File: src/rtl/led_frame_serializer_pkg.sv
// Shared definitions for the LED frame serializer: state encoding, frame
// geometry and the parity helper.
package led_frame_serializer_pkg;

  typedef enum logic [1:0] {
    IDLE = 2'b00,
    SEND = 2'b01,
    GAP  = 2'b10
  } ser_state_t;

  localparam logic [3:0] DEFAULT_PREAMBLE = 4'b1010;

  function automatic int frame_width(input int pre_len, input int addr_w, input int data_w);
    return pre_len + addr_w + data_w + 1;
  endfunction

  // Even parity: the appended bit makes the total count of ones even.
  function automatic logic even_parity(input logic [63:0] payload);
    return ^payload;
  endfunction

endpackage

File: src/rtl/led_frame_serializer_bit_timer.sv
// Free-running period timer: counts 0..COUNT-1 while enabled and strobes
// bit_end on the last count; clear holds it at zero.
module led_bit_timer
  import led_frame_serializer_pkg::*;
#(
  parameter int COUNT = 2
) (
  input  logic DIV8_CLK,
  input  logic globalReset,
  input  logic clear,
  input  logic enable,
  output logic bit_end
);

  localparam int W = (COUNT > 1) ? $clog2(COUNT) : 1;
  localparam logic [W-1:0] LAST = W'(COUNT - 1);

  logic [W-1:0] tmr;

  always_ff @(posedge DIV8_CLK or posedge globalReset) begin
    if (globalReset) begin
      tmr <= '0;
    end else if (clear) begin
      tmr <= '0;
    end else if (enable) begin
      tmr <= (tmr == LAST) ? '0 : tmr + 1'b1;
    end
  end

  assign bit_end = enable && (tmr == LAST);

endmodule

File: src/rtl/led_frame_serializer.sv
// Frames a parallel LED command as {preamble, address, data, parity} and
// shifts it out MSB first, toggling balanceCLK once per transmitted bit.
module led_frame_serializer
  import led_frame_serializer_pkg::*;
#(
  parameter int                  ADDR_W     = 4,
  parameter int                  DATA_W     = 8,
  parameter int                  PRE_LEN    = 4,
  parameter logic [PRE_LEN-1:0]  PREAMBLE   = PRE_LEN'(DEFAULT_PREAMBLE),
  parameter int                  BIT_CYCLES = 2,
  parameter int                  GAP_BITS   = 2
) (
  input  logic              DIV8_CLK,
  input  logic              globalReset,
  input  logic              in_valid,
  output logic              in_ready,
  input  logic [ADDR_W-1:0] in_addr,
  input  logic [DATA_W-1:0] in_data,
  output logic              reData,
  output logic              balanceCLK,
  output logic              busy,
  output logic              frame_done
);

  localparam int FRAME_W = frame_width(PRE_LEN, ADDR_W, DATA_W);
  localparam int CNT_W   = $clog2(FRAME_W);
  localparam logic [CNT_W-1:0] LAST_IDX = CNT_W'(FRAME_W - 1);

  ser_state_t         state_q, state_d;
  logic [FRAME_W-1:0] shift_q;
  logic [FRAME_W-1:0] frame_word;
  logic [CNT_W-1:0]   bit_cnt;
  logic               accept, shift_bit, finish;
  logic               bit_end, gap_end;
  logic               in_send, in_gap;

  assign in_send = (state_q == SEND);
  assign in_gap  = (state_q == GAP);
  assign busy    = (state_q != IDLE);

  assign frame_word = {PREAMBLE, in_addr, in_data,
                       even_parity(64'({in_addr, in_data}))};

  led_bit_timer #(.COUNT(BIT_CYCLES)) u_bit_timer (
    .DIV8_CLK    (DIV8_CLK),
    .globalReset (globalReset),
    .clear       (!in_send),
    .enable      (in_send),
    .bit_end     (bit_end)
  );

  led_bit_timer #(.COUNT(GAP_BITS * BIT_CYCLES)) u_gap_timer (
    .DIV8_CLK    (DIV8_CLK),
    .globalReset (globalReset),
    .clear       (!in_gap),
    .enable      (in_gap),
    .bit_end     (gap_end)
  );

  always_comb begin
    state_d   = state_q;
    accept    = 1'b0;
    shift_bit = 1'b0;
    finish    = 1'b0;
    case (state_q)
      IDLE: begin
        if (in_valid && in_ready) begin
          accept  = 1'b1;
          state_d = SEND;
        end
      end
      SEND: begin
        if (bit_end) begin
          if (bit_cnt != '0) begin
            shift_bit = 1'b1;
          end else begin
            finish  = 1'b1;
            state_d = GAP;
          end
        end
      end
      GAP: begin
        if (gap_end) state_d = IDLE;
      end
      default: state_d = IDLE;
    endcase
  end

  always_ff @(posedge DIV8_CLK or posedge globalReset) begin
    if (globalReset) state_q <= IDLE;
    else             state_q <= state_d;
  end

  // reData always presents shift_q's MSB; the next bit is already one below it.
  always_ff @(posedge DIV8_CLK or posedge globalReset) begin
    if (globalReset) begin
      shift_q    <= '0;
      bit_cnt    <= '0;
      reData     <= 1'b0;
      balanceCLK <= 1'b0;
      in_ready   <= 1'b0;
      frame_done <= 1'b0;
    end else begin
      in_ready   <= (state_d == IDLE);
      frame_done <= finish;
      if (accept) begin
        shift_q    <= frame_word;
        bit_cnt    <= LAST_IDX;
        reData     <= frame_word[FRAME_W-1];
        balanceCLK <= ~balanceCLK;
      end else if (shift_bit) begin
        shift_q    <= shift_q << 1;
        bit_cnt    <= bit_cnt - 1'b1;
        reData     <= shift_q[FRAME_W-2];
        balanceCLK <= ~balanceCLK;
      end else if (finish) begin
        reData     <= 1'b0;
      end
    end
  end

endmodule

File: config.mk
export PLATFORM = sky130hd
export DESIGN_NAME = led_frame_serializer
export DESIGN_NICKNAME = d
export VERILOG_FILES = /design/src/rtl/led_frame_serializer_pkg.sv /design/src/rtl/led_frame_serializer_bit_timer.sv /design/src/rtl/led_frame_serializer.sv
export SDC_FILE = /design/constraint.sdc
export NUM_CORES = 1
export LEC_CHECK = 0
export ABC_CLOCK_PERIOD_IN_PS = 2800
export BUFFER_PORTS_ARGS = -buffer_cell sky130_fd_sc_hd__buf_2
export CORE_MARGIN = 5
export CORE_UTILIZATION = 30
export CTS_CLUSTER_SIZE = 30
export DETAILED_ROUTE_END_ITERATION = 10
export PLACE_DENSITY_LB_ADDON = 0.25
export REMOVE_ABC_BUFFERS = 1
export SYNTH_ARGS = -nofsm -noshare
export SYNTH_HDL_FRONTEND = slang
export SYNTH_HIERARCHICAL = 1
export SYNTH_SLANG_ARGS = --single-unit
File: constraint.sdc
create_clock -name DIV8_CLK -period 2.8 [get_ports DIV8_CLK]
set_input_delay 0 -clock DIV8_CLK [delete_from_list [all_inputs] [get_ports DIV8_CLK]]
set_output_delay 0 -clock DIV8_CLK [all_outputs]
set_load 0.01 [all_outputs]
==> reports/qor.csv <==
stage,metric,value,unit
run_status,status,finished clean,
grt,met1_usage,0.1387,
power,powerDensity,976.0,mW/mm²
sta,fin_skew,0.007208,ns
drt,post_drt_wl_per_cell,12.25,µm
layout,final_cell_mix,"dfrtp_1, nand2_1, buf_2",
sta,maxSlewHeadroom,0.3120,
synth,synthTopCellsByArea,"dfrtp_1, nand2_1, xnor2_1",
synth,async_reset_ff_frac,1.000,
placement,hpwl,2096,µm
floorplan,dieWidth,80.83,µm
synth,synthFlopType,dfrtp_1,
synth,ys.warnings.count,6,
min_path,min_from,in_data[1],
cts,postCtsSetupBuffers,0,
cts,cts_tree,yes,
cts,cts_made_buffers,5,
grt,grt_max_degree,28,
cts,cts_max_level,2,
grt,grt_usage,0.1046,
worst_setup_path,reg2reg_from,state_q[1],
floorplan,num_rows,25,
worst_setup_path,cp.arrival,2.17,ns
synth,synth_seq_cells,30,
drt,drc,0,
drt,via_per_inst,4.516,
floorplan,core,0.004786,mm²
power,vdd_ir_drop_max,0.5872,mV
worst_setup_path,end_kind,register,
grt,grt_pass1_vias,1207,
sta,hold_ws,0.007259,ns
floorplan,initial_core_util,0.3145,
grt,antenna_found_initial,0,
sta,fin_tns_setup,0,ns
floorplan,die_h,80.83,µm
cts,clock_path_buffers,2,
cts,clock_sinks,30,
layout,layout_commonest_cell,dfrtp_1,
grt,globalRouteMet2Util,0.1609,
floorplan,num_io_pins,20,
layout,drive_gt1_frac,0.1768,
grt,grt_util_met3,0.03659,
worst_setup_path,worstSetupStartpointType,register,
cts,clk_pin_slew,0.07,ns
synth,synth_area,0.001505,mm²
layout,final_nets,198,
grt,grt_pass1_wl,5375,µm
drt,vias,1120,
cts,root_buffer,clkbuf_8,
placement,post_dp_cell_area,0.001627,mm²
placement,place_ws,0.8226,ns
sta,drv_slew,0,
drt,drtPass1Iterations,4,
worst_setup_path,critPathMaxFanout,14,
sta,hold_viol,0,
grt,grt.busiest_layer,met2,
power,p_leak,0.8545,nW
sta,setup_viol,0,
synth,synth-edff-count,0,
layout,design_area,0.001788,mm²
drt,dr.first_iter.drc_count,63,
sta,timing.fmax,500.1,MHz
synth,yosysSeqAreaShare,0.4988,
sta,period_share,0.7141,
synth,yosysTopAreaCell,dfrtp_1,
worst_setup_path,startpoint,state_q[1],
synth,synth_cell_types,34,
synth,syn_inst,155,
sta,rsz0062_at_grt,no,
flow_run,maxCapViolations,0,
placement,globalplace.congestion,0.7722,
drt,wirelength,3039,µm
floorplan,dieArea,0.006533,mm²
layout,fillers,483,
cts,clock_latency,0.28,ns
synth,synth.avg_cell_area,9.711,µm²
min_path,hold_class,input pin to register,
sta,max_slew.worst_pin.slew,1.031,ns
layout,area_growth,18.79,%
drt,ant_nets,0,
sta,period_needed,2.000,ns
layout,antenna_cells,0,
grt,grt_overflow_total,0,
synth,synth_top_cell_area_share,0.4988,
worst_setup_path,path_class,register to register,
worst_setup_path,required,2.97,ns
sta,timing.final.ws_setup,0.8004,ns
placement,numPortBuffers,19,
where the power goes:
group | switching (mW) | total, mW | leakage (nW) | internal, mW
Sequential | 0.117 | 0.733 | 0.373 | 0.616
Clock | 0.155 | 0.353 | 0.0482 | 0.198
Combinational | 0.372 | 0.659 | 0.434 | 0.287
final timing paths:
path / endpoint / slack (ns) / depth (start not counted)
setup / recovery: shift_q[4] / 0.80 / 6
hold / removal: shift_q[2] / 0.007 / 3
setup reg to reg: shift_q[4] / 0.80 / 6
hold reg to reg: shift_q[15] / 0.46 / 2
max in group asynchronous: bit_cnt[1] / 1.65 / 3
min in group asynchronous: u_bit_timer/tmr / 0.11 / 3
worst max-delay path, stage by stage, from the launching register on:
cell	delay (ns)
dfrtp_1	0.40
nor2b_1	0.29
and2_2	0.21
and3b_1	0.32
nand2_1	0.34
o22ai_1	0.26
nor2_1	0.07
state kept, by name, indices dropped and copies added (netlist names):
| register | cells |
|---|---|
| shift_q | 16 |
| bit_cnt | 5 |
| state_q | 2 |
| u_gap_timer/tmr | 2 |
| balanceCLK | 1 |
| frame_done | 1 |
| in_ready | 1 |
| reData | 1 |
| u_bit_timer/tmr | 1 |
cell families after synthesis:
| family | share of synthesized area |
|---|---|
| xor+xnor | 0.09642 |
| compound gates | 0.1072 |
| mux | 0.006650 |
| buf+inv | 0.06067 |
| flops | 0.4988 |
| simple gates | 0.2053 |
| fa+ha+maj | 0.02494 |
layer usage:
layer | vias up | routed length [µm]
li1 | 561 | -
met1 | 528 | 1540
met2 | 27 | 1303
met3 | 4 | 170
met4 | 0 | 25
met5 | - | 0
synth_stat cells (2+ instances only):
library cell	count
a21oi_1	7
a22oi_1	6
buf_6	2
clkbuf_1	4
dfrtp_1	30
ha_1	3
inv_1	9
nand2_1	26
nand2b_1	2
nand3_1	7
nor2_1	14
nor3_1	4
o21ai_0	6
o22ai_1	3
xnor2_1	10
xor2_1	4
final cells by class:
class	count	area, µm²	share of cell area
inverter	9	33.78	0.01889
timing repair buffer	26	165.2	0.09237
sequential	30	750.7	0.4199
multi-input combinational	108	663.1	0.3709
tap	67	83.83	0.04689
clock inverter	1	5.005	0.002799
clock buffer	7	86.33	0.04829
through the flow:
| stage | total power, mW | instances | util |
|---|---|---|---|
| after floorplan | 1.211 | 147 | - |
| after global placement | 1.374 | 233 | 0.3399 |
| after detailed placement | 1.391 | 233 | 0.3399 |
| after CTS | 1.771 | 248 | 0.3736 |
| after global routing | 1.900 | 248 | 0.3736 |
| final | 1.745 | 248 | 0.3736 |
what timing repair did:
item,CTS,global route
endpoints found under the hold margin,9,0
gates resized for setup,0,0
hold buffers,7,0
Power figures use the tool's default switching activity.
